==> config.mk <==
export PLATFORM = sky130hd
export DESIGN_NAME = time_keeper
export DESIGN_NICKNAME = d
export VERILOG_FILES = /design/src/rtl/time_keeper.sv
export SDC_FILE = /design/constraint.sdc
export NUM_CORES = 1
export LEC_CHECK = 0
export CORE_ASPECT_RATIO = 1.5
export CORE_MARGIN = 2
export CORE_UTILIZATION = 25
export DETAILED_ROUTE_END_ITERATION = 10
export GPL_ROUTABILITY_DRIVEN = 0
export HOLD_SLACK_MARGIN = 0.05
export SYNTH_ARGS = -nofsm -noshare
export SYNTH_HDL_FRONTEND = slang
export SYNTH_SLANG_ARGS = --single-unit
==> constraint.sdc <==
create_clock -name clk -period 2.5 [get_ports clk]
set_input_delay 0.625 -clock clk [delete_from_list [all_inputs] [get_ports clk]]
set_output_delay 0.625 -clock clk [all_outputs]
set_load 0.02 [all_outputs]
==> src/rtl/time_keeper.sv <==
// time_keeper: hour/minute/second clock with a run mode and two set modes.
//
// Ports:
//   clk        system clock; all state updates on its rising edge
//   rst        asynchronous active-low reset
//   tick_in    divided clock from the upstream divider, sampled as data
//   mode_btn   single-cycle pulse: RUN -> SET_HR -> SET_MIN -> RUN
//   inc_btn    single-cycle pulse: increments the field selected by mode
//   hour       current hour, 0..HOUR_MOD-1
//   min        current minute, 0..59
//   sec        current second, 0..59
//   mode       0 RUN, 1 SET_HR, 2 SET_MIN
//   day_pulse  one-cycle pulse after the hour wraps to 0 while running
module time_keeper #(
    parameter int unsigned HOUR_MOD   = 24,
    parameter int unsigned START_HOUR = 0
) (
    input  logic       clk,
    input  logic       rst,
    input  logic       tick_in,
    input  logic       mode_btn,
    input  logic       inc_btn,
    output logic [4:0] hour,
    output logic [5:0] min,
    output logic [5:0] sec,
    output logic [1:0] mode,
    output logic       day_pulse
);

    localparam int unsigned HOUR_W = 5;
    localparam int unsigned MS_W   = 6;

    localparam logic [HOUR_W-1:0] HOUR_LAST  = HOUR_W'(HOUR_MOD - 1);
    localparam logic [HOUR_W-1:0] HOUR_RESET = HOUR_W'(START_HOUR);
    localparam logic [MS_W-1:0]   MS_LAST    = MS_W'(59);

    typedef enum logic [1:0] {
        RUN     = 2'd0,
        SET_HR  = 2'd1,
        SET_MIN = 2'd2
    } state_t;

    state_t            state_q,  state_nxt;
    logic [HOUR_W-1:0] hour_q,   hour_nxt;
    logic [MS_W-1:0]   min_q,    min_nxt;
    logic [MS_W-1:0]   sec_q,    sec_nxt;
    logic              day_q,    day_nxt;
    logic              tick_d;
    logic              tick_evt_c;

    // Rising edge of tick_in; a level held high counts only once.
    assign tick_evt_c = tick_in & ~tick_d;

    // State and field registers.
    always_ff @(posedge clk or negedge rst) begin
        if (!rst) begin
            state_q <= RUN;
            hour_q  <= HOUR_RESET;
            min_q   <= '0;
            sec_q   <= '0;
            day_q   <= 1'b0;
            tick_d  <= 1'b0;
        end else begin
            state_q <= state_nxt;
            hour_q  <= hour_nxt;
            min_q   <= min_nxt;
            sec_q   <= sec_nxt;
            day_q   <= day_nxt;
            tick_d  <= tick_in;
        end
    end

    // Next-state and field update; mode_btn takes priority over tick and inc.
    always_comb begin
        state_nxt = state_q;
        hour_nxt  = hour_q;
        min_nxt   = min_q;
        sec_nxt   = sec_q;
        day_nxt   = 1'b0;

        case (state_q)
            RUN: begin
                if (mode_btn) begin
                    state_nxt = SET_HR;
                end else if (tick_evt_c) begin
                    if (sec_q == MS_LAST) begin
                        sec_nxt = '0;
                        if (min_q == MS_LAST) begin
                            min_nxt = '0;
                            if (hour_q == HOUR_LAST) begin
                                hour_nxt = '0;
                                day_nxt  = 1'b1;
                            end else begin
                                hour_nxt = hour_q + HOUR_W'(1);
                            end
                        end else begin
                            min_nxt = min_q + MS_W'(1);
                        end
                    end else begin
                        sec_nxt = sec_q + MS_W'(1);
                    end
                end
            end

            SET_HR: begin
                if (mode_btn) begin
                    state_nxt = SET_MIN;
                end else if (inc_btn) begin
                    hour_nxt = (hour_q == HOUR_LAST) ? '0 : hour_q + HOUR_W'(1);
                end
            end

            SET_MIN: begin
                if (mode_btn) begin
                    state_nxt = RUN;
                    sec_nxt   = '0;
                end else if (inc_btn) begin
                    min_nxt = (min_q == MS_LAST) ? '0 : min_q + MS_W'(1);
                end
            end

            default: begin
                state_nxt = RUN;
            end
        endcase
    end

    assign hour      = hour_q;
    assign min       = min_q;
    assign sec       = sec_q;
    assign mode      = state_q;
    assign day_pulse = day_q;

endmodule

Yosys cells after proc, flatten, opt, wreduce, memory -nomap -nowiden --
Cells that the tools add are included.
Operators by class: eq/ne operators 16, bitwise operators 2, add/subtract/negate cells 3, multiplexer cells 30, reductions and logical operators 7
Operators by type and width (count):
- $mux W6 | 10
- $mux W5 | 7
- $pmux W6 S2 | 2
- $ne A2 B2 Y1 const B | 11
- $add A6 B1 Y6 const B | 2
- $eq A6 B6 Y1 const B | 2
- $pmux W5 S2 | 1
- $reduce_and A7 Y1 | 1
- $mux W1 | 6
- $mux W2 | 3
- $pmux W2 S3 | 1
- $reduce_and A6 Y1 | 1
- $add A5 B1 Y5 const B | 1
- $eq A5 B5 Y1 const B | 1
- $reduce_and A4 Y1 | 1
- $reduce_bool A2 Y1 | 2
- $reduce_and A3 Y1 | 1
- $eq A2 B1 Y1 const B | 1
- $eq A2 B2 Y1 const B | 1
- $logic_not A2 Y1 | 1
- $and A1 B1 Y1 | 1
- $not A1 Y1 | 1
Storage, ports and cells: bits in registers 21

Logic depth before layout (Yosys ltp) --
Gate-level depths: netlist of run 1.
word-level depth 7, gate-level depth with buffers 6

Least setup slack after synthesis of run 1 --
Ideal clock, no wire load.
path kind input-to-reg, start point input port mode_btn, end point register sec_q[4] (netlist: sec[4]), slack 298 ps, cell stages on the path 6, arrival time 2133 ps, required time 2431 ps, path through buf_4 > or4b_1 > a21o_1 > buf_6 > or4_1 > nand3_1
Between the ends: cells in the longest elaborated chain, start to end 2, elaborated cells between the ends (all ways) 3
RTL lines:
- start, declared | RTL line 21 | input logic mode_btn,
- $ne A2 B2 Y1 (no line)
- $reduce_and A4 Y1 (no line) (*)
- end signal, assigned | RTL line 67 | sec_q <= sec_nxt;
- end, declared | RTL line 46 | logic [MS_W-1:0] sec_q, sec_nxt;
Every way passes the cells marked *; elsewhere a longest branch is shown, timed or not. A chain may end at the register's enable or synchronous reset.

Worst setup path in the final report of run 1 --
start point input port tick_in, end point register sec_q[4] (netlist: sec[4])
Between the ends: cells in the longest elaborated chain, start to end 3
RTL lines:
- start, declared | RTL line 20 | input logic tick_in,
- $and A1 B1 Y1 | RTL line 52 | assign tick_evt_c = tick_in & ~tick_d;
- $ne A2 B2 Y1 (no line)
- $reduce_and A4 Y1 (no line)
Every way passes these cells.

==> results of run 1 <==
sequential cells by signal, summed over array words and instances, names as in the netlist:
name,cells
min,6
hour,5
sec,6
tick_d,1
mode,2
day_pulse,1
layout make-up:
class	instances	area, um2	area share [%]
clock buffers	4	45.0	3.03
well taps	48	60.1	4.03
multi-input cells	89	569	38.2
repair buffers	29	278	18.7
flip-flops and latches	21	526	35.3
inverters	3	11.3	0.756
worst max-delay path: cells and delay by family:
kind,cells,cell delay [ps]
and+or+nand+nor,3,1030
buffers and inverters,1,500
AOI/OAI and AO/OA,1,200
kinds of logic (layout without fill, tap and decap cells):
family	Yosys count	after routing	share of synthesized area, %
compound gates	28	28	14.7
xor+xnor	2	2	1.54
fa+ha+maj	3	3	3.29
buf+inv	7	36	3.95
flops	21	21	46.1
mux	6	6	5.82
simple gates	50	50	24.6
power groups by stage:
stage                     clock network, mW  registers (mW)  logic (mW)
after floorplan                           0           0.669       0.319
after global placement                    0           0.590       0.670
after detailed placement                  0           0.597       0.683
after CTS                             0.228           0.591       0.684
after global routing                  0.242           0.612       0.743
final                                 0.219           0.589       0.676
per-layer routing:
layer	part of all wire [%]	global-route usage [%]	vias to the layer above
met5	0	0	-
met4	0.77	3.72	0
met3	2.9	1.64	2
met2	56	19.0	16
met1	40	12.1	480
li1	-	-	483
cells in the final DEF (no fill, tap or decap), types with 2 or more instances in the layout:
cell type        instances
a21o_1                   2
a21oi_1                  6
and4b_1                  2
buf_4                    5
clkbuf_8                 3
clkdlybuf4s50_1         24
dfrtp_1                 21
ha_1                     3
inv_1                    3
mux2_2                   5
nand2_1                 13
nand2b_1                 4
nand3_1                  6
nand4_1                  3
nor2_1                   8
nor4_1                   2
o21ai_0                 12
stage by stage:
step                setup slack (ps)  hold WS (ps)  util [%]  instance area, um2  power (mW)
finish                           343           556      33.3                1490        1.48
global route                     214           591      33.3                1490        1.60
CTS                              338           560      33.3                1490        1.50
detailed placement              66.2           549      32.3                1440        1.28
global placement                 103           524      32.3                1440        1.26
floorplan                        298           329         -                1140       0.988
worst min-delay path by stage:
stage	from	endpoint	slack, ps	depth (start not counted)
final	hour[2]	hour[2]	560	1
after global routing	hour[2]	hour[2]	590	1
after CTS	hour[2]	hour[2]	560	1
after detailed placement	hour[2]	hour[2]	550	1
after global placement	sec[1]	sec[1]	520	2
after floorplan	rst	day_pulse	330	0
==> results by group, run 1 <==
Floorplanning
  – Site row count: 30
  – Chip height: 86.7 um
  – Initial Utilization: between 20 and 30%
  – I/O Pins: 25
  – Die area: between 5000 and 6000 um2
  – Std-Cell Core Area: between 4000 and 5000 um2
  – Die W: approximately 59 um

STA
  – Final Slew Violations: 0
  – RSZ-0062 raised after global routing: false
  – Final setup TNS: 0 ps
  – Setup Viol. Count Final: 0
  – Max-slew headroom: 77.2%
  – Worst Tran Pin Value: roughly 340 ps
  – Final hold vios: 0
  – Clock Skew: around 2.4 ps
  – Final Cycle Share: between 80% and 90%
  – Fmax: 464 MHz
  – Final min period: between 2000 and 2500 ps

Layout
  – Share of layout cells above drive strength 1: 10.3%
  – Nets@finish: 155
  – Filler cells: 457
  – Non-filler cells, final: 194
  – Area Growth Syn to Fin: 30.6%
  – Diodes inserted: 0

Clock tree
  – Clock sinks: 21
  – # H-tree levels: 1
  – Cell at the root of the clock tree: clkbuf_8
  – Cts bufs inserted: 3
  – CTS Hold Buffers Added: 0
  – Clock-pin slew on the worst setup and hold paths: around 70 ps
  – Skew-Pair Late Insertion Delay: 250 ps
  – CTS tree: done
  – Setup repair bufs after CTS: 0
  – Resize count post-CTS: 0
  – Max Buffers Root-to-Sink: 2

Place
  – Inst Count DP: 190
  – Port Buf Inserts: 24
  – Detailed Place HPWL: around 2000 um

Critical path
  – Crit path DAT: 2350 ps
  – Worst setup path endpoint: sec[4]
  – R2R Path End: sec[4]
  – R2r worst-path depth: 4
  – Critical path type: input port to register
  – CP Launch Point: tick_in
  – Worst-path cell chain: clkdlybuf4s50_1 -> or4b_1 -> a21o_1 -> or4_1 -> nand3_1
  – Nature of the critical path endpoint: register
  – CP peak stage delay: roughly 500 ps
  – Start of the worst register-to-register path: mode[1]
  – Critical path peak fanout: 4
  – Crit-path slowest cell: clkdlybuf4s50_1
  – Reg2reg setup slack: between 600 and 700 ps
  – Worst EP required: approximately 2700 ps
  – Startpoint Class: input port

Detailed routing
  – Routed length per placed instance: between 10 and 15 um
  – DRT Pass-1 Iters: 4
  – Detail Route Antenna Nets: 0
  – Vias per cell: between 5 and 6
  – # DRC: 0
  – Initial drt markers: 22
  – Post-Route WL: about 2500 um
  – Vias: ~980

Synth
  – Post-synth top area cell: dfrtp_1
  – Ys flop type: dfrtp_1
  – Gate count of the mapped netlist: ~120
  – Asr flop ratio synth: 100%
  – YS warnings: 0
  – Commonest cells in the netlist: 21 x dfrtp_1, 13 x nand2_1, 12 x o21ai_0
  – Synthesized area per cell: slightly below 10 um2
  – Dominant cells by area after synthesis: dfrtp_1 46%, o21ai_0 5.3%, mux2_2 4.9%
  – Most frequent cell after synthesis: dfrtp_1
  – Top cell type's share of synthesized area: 46.1%
  – Yosys cell types: 40
  – Sequential fraction of the synthesis area: approximately 46%
  – Syn nets: 125
  – EDFF count, synth: 0
  – Yosys reg bits: 21
  – Mapped Area: between 1000 and 1500 um2

GRT
  – GR Overflow Total: 0
  – Initial antenna violation count: 0
  – Total track usage: between 10% and 20%
  – Largest net degree at the start of global routing: 22
  – First-pass GRT wire length: 4260 um
  – Vias in the first global route: 969

Run
  – Max cap viols: 0

Power
  – Switching Power: 593 uW
  – Worst VDD drop: about 0.51 mV
  – Register share of total power: roughly two fifths
  – Internal Power: approximately 890 uW
  – Comb power frac: 45.6%
  – Leakage: 0.609 nW
  – Switching power as a share of total power: between 30 and 40%
  – Clock Power Share: 14.7%
  – P per Cell Area: about 1000 nW/um2

Min path
  – Worst hold-check path type: register to register

Outcome
  – Run status: finished, final reports clean
Note: power is estimated with default switching activity, not from simulation.
==> run 2: changes to the inputs <==
CORE_MARGIN = not set   (was 2)
clock period = 2.71 ns   (was 2.5 ns; I/O delays follow)
==> run 2 against run 1 <==
The run now ends with design-rule violations left; combinational power is 8.1% lower; via count is 0.71% higher; final cell count is 1.5% lower; global-route usage is 0.88 points higher; clock-buffer cell count stayed put; die area is 5.6% lower; critical path depth stayed put; worst hold slack better by 0.96 ps; worst setup slack better by 74 ps; critical path type unchanged.
==> results by group, run 2 (synthesized netlist as in run 1, its figures left out) <==
Outcome
  – Run status: finished with violations
  – Violated checks: design-rule violations

Critical path
  – CP peak stage delay: 510 ps
  – Start of the worst register-to-register path: sec[1]
  – Worst EP required: 2860 ps
  – Crit path DAT: 2440 ps
  – Critical path type: input port to register
  – R2r worst-path depth: 5
  – Critical path peak fanout: 5
  – Startpoint Class: input port
  – Crit-path slowest cell: clkdlybuf4s50_1
  – Nature of the critical path endpoint: register
  – Worst-path cell chain: clkdlybuf4s50_1 -> nor4bb_1 -> nand4_1 -> a21boi_0 -> mux2_2
  – CP Launch Point: tick_in

Layout
  – Most common cell after layout, fill and taps aside: clkdlybuf4s50_1
  – Share of layout cells above drive strength 1: 9.66%
  – Area of the multi-input gates: roughly 570 um2
  – Most frequent cells in the layout: 24 x clkdlybuf4s50_1, 21 x dfrtp_1, 13 x nand2_1, 12 x o21ai_0, 8 x nor2_1
  – Area Growth Syn to Fin: 29.7%
  – Nets@finish: about 150
  – Filler cells: ~450
  – Register area: around 530 um2
  – Diodes inserted: 0

Detailed routing
  – Detail Route Antenna Nets: 0
  – # DRC: 6
  – Routed length per placed instance: roughly 13 um
  – DRT Pass-1 Iters: 7
  – Vias per cell: around 5.2
  – Vias: a little under 1000
  – Post-Route WL: between 2000 and 3000 um
  – Initial drt markers: between 60 and 70

Clock tree
  – Setup repair bufs after CTS: 0
  – Cts bufs inserted: 3
  – Max Buffers Root-to-Sink: 2
  – CTS Hold Buffers Added: 0
  – Clock-pin slew on the worst setup and hold paths: around 70 ps
  – CTS tree: done
  – Resize count post-CTS: 0
  – Clock sinks: 21
  – # H-tree levels: 1
  – Skew-Pair Late Insertion Delay: 260 ps
  – Cell at the root of the clock tree: clkbuf_8

GRT
  – Largest net degree at the start of global routing: 22
  – Initial antenna violation count: 0
  – Vias in the first global route: between 900 and 1000
  – GR Overflow Total: 0
  – First-pass GRT wire length: between 4000 and 5000 um
  – Total track usage: 11.4%

Place
  – Port Buf Inserts: 24
  – Detailed Place HPWL: roughly 1900 um
  – Worst slack at placement: 129 ps

Power
  – Worst VDD drop: around 0.31 mV
  – P per Cell Area: 927 nW/um2
  – Leakage: around 0.6 nW

Floorplanning
  – Std-Cell Core Area: about 4300 um2
  – I/O Pins: 25
  – Die area: between 4000 and 5000 um2
  – Site row count: 29
  – Die W: approximately 57 um
  – Initial Utilization: a little over a quarter
  – Chip height: 84.7 um

Min path
  – Hold path start: sec[0]
  – Worst hold-check path type: register to register
  – Hold depth: 1

STA
  – Fmax: 436 MHz
  – Final Cycle Share: a little over four fifths
  – RSZ-0062 raised after global routing: false
  – Setup Viol. Count Final: 0
  – Setup slack after layout: about 420 ps
  – Final setup TNS: 0 ps
  – Final min period: ~2300 ps
  – Max-slew headroom: about 76%
  – Worst Tran Pin Value: 358 ps
  – Final Slew Violations: 0
  – Final hold vios: 0
  – Clock Skew: approximately 2.2 ps

Run
  – Max cap viols: 0
## run 2: power by group
group / total [mW] / switching, mW / internal (mW) / leakage [nW]
clock network: 0.202 / 0.0971 / 0.105 / 0.0228
logic: 0.621 / 0.313 / 0.308 / 0.319
registers: 0.548 / 0.140 / 0.408 / 0.263
total: 1.37 / 0.550 / 0.821 / 0.605
## run 2: final timing paths
kind	slack [ps]	endpoint
worst max-delay path	420	hour[1]
worst min-delay path	560	sec[0]
worst max register to register	730	hour[1]
worst min register to register	560	sec[0]
max in group asynchronous	1730	hour[2]
min in group asynchronous	760	mode[0]
## run 2: final cells by class
cell class	instances	share of cell area [%]
Tap cell	46	3.89
Sequential cell	21	35.5
Inverter	3	0.761
Clock buffer	4	3.05
Multi-Input combinational cell	89	38.5
Timing Repair Buffer	28	18.3
## run 2: routing by layer
| layer | wire, um | track usage [%] | vias to the layer above |
|---|---|---|---|
| li1 | - | - | 483 |
| met1 | 1060 | 12.9 | 477 |
| met2 | 1310 | 19.3 | 24 |
| met3 | 100 | 1.85 | 4 |
| met4 | 58 | 7.54 | 0 |
| met5 | 0 | 0 | - |
## run 2: stage by stage
stage	hold WS [ps]	power, mW	area (um2)	cells	util [%]
2_1_floorplan	382	0.912	1140	117	-
3_3_place_gp	539	1.17	1430	187	33.2
3_5_place_dp	558	1.18	1430	187	33.2
4_1_cts	570	1.39	1480	191	34.3
5_1_grt	593	1.47	1480	191	34.3
6_report	557	1.37	1480	191	34.3
## run 2: critical path, delay by kind of cell
kind,cells,cell delay (ps)
AO/OA/AOI/OAI,1,370
AND/OR/NAND/NOR,2,510
buffers and inverters,1,510
multiplexers,1,370
